[src/rtl/release_queue.sv]
`default_nettype none
// ============================================================================
//  Module      : release_queue
//  Description : Buffers physical-resource indices freed at retire and turns
//                them into the one-hot `clear` vector consumed by the
//                resource allocator. Accepts up to NUM_RETIRE frees per cycle
//                (all-or-nothing backpressure via rel_ready) and drains up to
//                DRAIN_WIDTH entries per cycle into a registered clear vector.
//  Options     : RELQ_BYPASS_EN - when defined, a small group (1..DRAIN_WIDTH
//                valid lanes) arriving at an empty queue is ORed straight into
//                clear at the same edge (1-cycle latency) without storage.
//  Ports       :
//     clock      in   single clock, all state updates on posedge
//     reset      in   asynchronous, active-high
//     rel_valid  in   [NUM_RETIRE]          per-lane release valid
//     rel_idx    in   [NUM_RETIRE][IDX_W]   per-lane index being freed
//     rel_ready  out  room for a full NUM_RETIRE-lane group this cycle
//     clear      out  [NUM_RESOURCES]       registered OR of drained indices
//     count      out  [$clog2(DEPTH)+1]     registered occupancy
//     empty      out  count == 0
//     full       out  count == DEPTH
//  Revision    : 1.0 - initial release
// ============================================================================
module release_queue #(
   parameter  int NUM_RESOURCES = 64,
   parameter  int NUM_RETIRE    = 3,
   parameter  int DEPTH         = 16,
   parameter  int DRAIN_WIDTH   = 2,
   localparam int IDX_W         = $clog2(NUM_RESOURCES),
   localparam int CNT_W         = $clog2(DEPTH) + 1
) (
   input  logic                              clock,
   input  logic                              reset,
   input  logic [NUM_RETIRE-1:0]             rel_valid,
   input  logic [NUM_RETIRE-1:0][IDX_W-1:0]  rel_idx,
   output logic                              rel_ready,
   output logic [NUM_RESOURCES-1:0]          clear,
   output logic [CNT_W-1:0]                  count,
   output logic                              empty,
   output logic                              full
);

   localparam int PTR_W = $clog2(DEPTH);

   logic [PTR_W-1:0]         head_q, head_d;
   logic [PTR_W-1:0]         tail_q, tail_d;
   logic [CNT_W-1:0]         count_q, count_d;
   logic [NUM_RESOURCES-1:0] clear_q, clear_d;
   logic [IDX_W-1:0]         mem_q [DEPTH];
   logic [IDX_W-1:0]         mem_d [DEPTH];

   logic [CNT_W-1:0]         space;
   logic [CNT_W-1:0]         ndrain;
   logic [CNT_W-1:0]         nvalid;
   logic [CNT_W-1:0]         nenq;
   logic [PTR_W-1:0]         rd_ptr;
   logic [PTR_W-1:0]         wr_ptr;
   logic [IDX_W-1:0]         rd_idx;
   logic                     bypass;
   logic                     enq_en;

   // Occupancy-derived controls; all from registered count only, so
   // rel_ready never depends on the same-cycle drain.
   always_comb begin
      space     = CNT_W'(DEPTH) - count_q;
      rel_ready = (space >= CNT_W'(NUM_RETIRE));
      if (count_q < CNT_W'(DRAIN_WIDTH)) begin
         ndrain = count_q;
      end else begin
         ndrain = CNT_W'(DRAIN_WIDTH);
      end
   end

   always_comb begin
      nvalid = '0;
      for (int l = 0; l < NUM_RETIRE; l++) begin
         if (rel_valid[l]) begin
            nvalid = nvalid + CNT_W'(1);
         end
      end
   end

`ifdef RELQ_BYPASS_EN
   // Empty queue plus a group small enough to retire in one drain slot:
   // skip storage and feed clear directly.
   assign bypass = (count_q == '0) && (nvalid != '0) &&
                   (nvalid <= CNT_W'(DRAIN_WIDTH));
`else
   assign bypass = 1'b0;
`endif

   assign enq_en = rel_ready & ~bypass;

   always_comb begin
      mem_d   = mem_q;
      clear_d = '0;
      nenq    = '0;
      rd_ptr  = head_q;
      wr_ptr  = tail_q;
      rd_idx  = '0;

      // Drain window covers only entries present before the edge, so it can
      // never overlap the slots being written at tail in the same cycle.
      for (int d = 0; d < DRAIN_WIDTH; d++) begin
         if (CNT_W'(d) < ndrain) begin
            rd_ptr = head_q + PTR_W'(d);
            rd_idx = mem_q[rd_ptr];
            // Out-of-range indices still consume their drain slot.
            if (int'(rd_idx) < NUM_RESOURCES) begin
               clear_d[rd_idx] = 1'b1;
            end
         end
      end

      if (bypass) begin
         for (int l = 0; l < NUM_RETIRE; l++) begin
            if (rel_valid[l] && (int'(rel_idx[l]) < NUM_RESOURCES)) begin
               clear_d[rel_idx[l]] = 1'b1;
            end
         end
      end

      // Compact valid lanes in ascending order; pointer arithmetic wraps
      // naturally at the PTR_W boundary since DEPTH is a power of two.
      if (enq_en) begin
         for (int l = 0; l < NUM_RETIRE; l++) begin
            if (rel_valid[l]) begin
               wr_ptr        = tail_q + nenq[PTR_W-1:0];
               mem_d[wr_ptr] = rel_idx[l];
               nenq          = nenq + CNT_W'(1);
            end
         end
      end

      head_d  = head_q + ndrain[PTR_W-1:0];
      tail_d  = tail_q + nenq[PTR_W-1:0];
      count_d = count_q + nenq - ndrain;
   end

   always_ff @(posedge clock or posedge reset) begin
      if (reset) begin
         head_q  <= '0;
         tail_q  <= '0;
         count_q <= '0;
         clear_q <= '0;
      end else begin
         head_q  <= head_d;
         tail_q  <= tail_d;
         count_q <= count_d;
         clear_q <= clear_d;
      end
   end

   // Storage needs no reset: occupancy alone decides what is valid.
   always_ff @(posedge clock) begin
      mem_q <= mem_d;
   end

   assign clear = clear_q;
   assign count = count_q;
   assign empty = (count_q == '0);
   assign full  = (count_q == CNT_W'(DEPTH));

endmodule
`default_nettype wire

[config.mk]
export PLATFORM = sky130hd
export DESIGN_NAME = release_queue
export DESIGN_NICKNAME = d
export VERILOG_FILES = /design/src/rtl/release_queue.sv
export SDC_FILE = /design/constraint.sdc
export NUM_CORES = 1
export LEC_CHECK = 0
export CORE_MARGIN = 2
export CORE_UTILIZATION = 55
export CTS_CLUSTER_DIAMETER = 200
export CTS_CLUSTER_SIZE = 40
export DETAILED_ROUTE_END_ITERATION = 16
export HOLD_SLACK_MARGIN = 0.15
export PLACE_DENSITY = 0.76
export SYNTH_ARGS = -nofsm -noshare
export SYNTH_HDL_FRONTEND = slang
export SYNTH_SLANG_ARGS = --single-unit
[constraint.sdc]
create_clock -name clock -period 13.6 [get_ports clock]
set_input_delay 1.36 -clock clock [delete_from_list [all_inputs] [get_ports clock]]
set_output_delay 1.36 -clock clock [all_outputs]
set_load 0.01 [all_outputs]
==> impl_metrics.env <==
export IMPL_worstSetupStartpointType="input pin"
export IMPL_seq_area_mm2=0.00481
export IMPL_drive_gt1_share_pct=35.8
export IMPL_min_period_ps=4380
export IMPL_clockBufferDepth=2
export IMPL_post_place_ws_ps=8850
export IMPL_ant_nets=0
export IMPL_skew_ps=10.5
export IMPL_dieArea_mm2=0.0227
export IMPL_hpwl_mm=23.9
export IMPL_layoutNonFillerInstCount=1315
export IMPL_area_growth_pct=14.3
export IMPL_yosysTopAreaCell="mux2_2"
export IMPL_grt_pass1_vias=8581
export IMPL_yosys_cell_types_count=57
export IMPL_antenna_cells=0
export IMPL_synthTopCellsByArea="mux2_2, edfxtp_1, dfrtp_1"
export IMPL_synth_top_area_share_pct=27.4
export IMPL_setup_violations_final=0
export IMPL_critical_path_slowest_cell="clkdlybuf4s50_1"
export IMPL_slowest_delay_ps=590
export IMPL_postSynthNetCount=1022
export IMPL_hold_path_class="reg -> reg"
export IMPL_report_final_slew_viol_count=0
export IMPL_maxCapViolCount=0
export IMPL_outcome="finished clean"
export IMPL_worst_ir_drop_vdd_mv=0.163
export IMPL_hold_viol=0
export IMPL_overflow=0
export IMPL_cts_tree="built"
export IMPL_crit_buf_inv=2
export IMPL_fp_dieW_um=151
export IMPL_seq_area_frac_synth_pct=40.6
export IMPL_fin_ws_ps=9220
export IMPL_powerDensity_mw_per_mm2=307
export IMPL_power_leakage_nw=5.06
export IMPL_place_area_mm2=0.0129
export IMPL_antenna_found_initial=0
export IMPL_grt_pass1_wl_mm=52.0
export IMPL_path_max_fanout=6
export IMPL_via_per_inst=6.77
export IMPL_post_cts_buffers=0
export IMPL_drc_errors=0
export IMPL_clock_fmax_mhz=228
export IMPL_routabilityCongestion=0.949
export IMPL_hold_buffers=0
export IMPL_synthFlopType="edfxtp_1"
export IMPL_cts_repair_resized=0
export IMPL_clock_latency_ps=450
export IMPL_first_pass_iters=5
export IMPL_start_util_pct=56.2
export IMPL_most_common_layout_cells="mux2_2, edfxtp_1, clkdlybuf4s50_1"
export IMPL_cp_common_cell="ha_1"
export IMPL_htree_levels=4
export IMPL_rsz0062_at_grt="no"
export IMPL_critPathTopFamily="adder cells"
export IMPL_worst_endpoint_required_ps=13800
export IMPL_max_slew_margin_pct=32.0
export IMPL_grt_util_all_layers_pct=31.2
export IMPL_wirelength_mm=34.4
export IMPL_worst_slew_pin_slew_ps=1020
export IMPL_cts_sinks=173
export IMPL_fin_util_pct=64.3
export IMPL_multi_input_area_mm2=0.00671
export IMPL_vias=8905
export IMPL_fin_nets=1080
export IMPL_cts_root_buffer="clkbuf_16"
export IMPL_critPathKind="in -> reg"
export IMPL_port_buffers=94
export IMPL_path_clk_slew_ps=80
export IMPL_n_fill_cell=1631
export IMPL_ys_warn_count=0
export IMPL_timing_setup_tns_ps=0
export IMPL_ys_ff_latch=173
export IMPL_drt_iter0_drc=1061
export IMPL_place_inst=1283
export IMPL_wl_per_cell_um=26.2
export IMPL_worstPathCellList="clkdlybuf4s50_1, inv_1, ha_1, ha_1, fa_1, xnor2_1, nand2_1, nor2_1, mux2_2"
export IMPL_core_region_area_mm2=0.0211
export IMPL_rows=53
export IMPL_async_flop_share_pct=44.5
export IMPL_syn_area_mm2=0.0119
export IMPL_avgSynthCellArea_um2=12.2
export IMPL_die_h_um=151
export IMPL_cts_inserted_buffers=17
export IMPL_period_share_pct=32.2
export IMPL_final_common_cell="mux2_2"
export IMPL_synth_edff_count=96
export IMPL_grt_max_degree=78
export IMPL_io_pins=95
export IMPL_fin_area_mm2=0.0136
export IMPL_end_kind="flop"
export IMPL_cp_arrival_ps=4580
export IMPL_synthCells=969
## power by group
part | internal (W) | total [W] | switching, W
sequential | 0.000877 | 0.00110 | 0.000226
clock | 0.000257 | 0.000519 | 0.000262
combinational | 0.00115 | 0.00254 | 0.00138
total | 0.00229 | 0.00416 | 0.00187
## cell type report
cell class                      count  area share [%]
Sequential cell                   173            35.5
Clock buffer                       17            3.14
Timing Repair Buffer              101            7.33
Tap cell                          275            2.54
Inverter                           19           0.526
Multi-Input combinational cell    715            49.5
Clock inverter                     15            1.52
## cells in the mapped netlist (5+ instances only)
library cell  instances
xnor2_1               9
nand4b_1              5
nand2b_1             13
buf_2                12
nand3b_1             10
ha_1                 26
a21oi_1               8
mux4_2               30
inv_1                18
o22ai_1              68
nand2_1              60
nor2b_1               5
a21o_1                5
mux2_2              289
clkbuf_1             43
and2_1                6
a221oi_1             10
o21ai_0               5
or3_1                 6
edfxtp_1             96
nand3_1              20
mux2i_1              37
xor2_1                6
dfrtp_1              77
nor2_1               37
nand4_1              10
## logic make-up (layout without fill, tap and decap cells)
| group | after synthesis | in the layout | share of synthesized area (%) |
|---|---|---|---|
| AO/OA/AOI/OAI | 118 | 118 | 6.72 |
| buffers and inverters | 81 | 152 | 2.88 |
| multiplexers | 358 | 358 | 36.5 |
| XOR/XNOR | 18 | 18 | 1.71 |
| AND/OR/NAND/NOR | 191 | 191 | 8.20 |
| adder cells (fa/ha/maj) | 30 | 30 | 3.42 |
| flip-flops | 173 | 173 | 40.6 |
## sequential cells by signal (all words and copies together) (netlist names)
register	cells
head_q	4
mem_q	96
count	5
tail_q	4
clear	64
## per-stage QoR
stage | power, W | hold slack, ps
detailed placement | 0.00358 | 652
global route | 0.00440 | 685
finish | 0.00416 | 657
global placement | 0.00352 | 660
CTS | 0.00410 | 669
floorplan | 0.00294 | 502
## final timing paths
kind / startpoint / end / slack, ps / cells past startpoint
max: rel_valid[0] / mem_q[84] / 9220 / 9
min: count[0] / count[0] / 660 / 1
max reg2reg: count[1] / count[4] / 9240 / 17
min reg2reg: count[0] / count[0] / 660 / 1
max in group asynchronous: reset / head_q[0] / 11460 / 3
min in group asynchronous: reset / clear[58] / 1520 / 3
## per-layer routing
metal / wire length [um] / track usage (%) / up-vias
met3: 3640 / 7.59 / 101
met5: 0 / 0 / -
met2: 16100 / 50.2 / 543
met1: 13500 / 41.7 / 4411
li1: - / - / 3850
met4: 1120 / 10.2 / 0
Note: power is estimated with default switching activity, not from simulation.
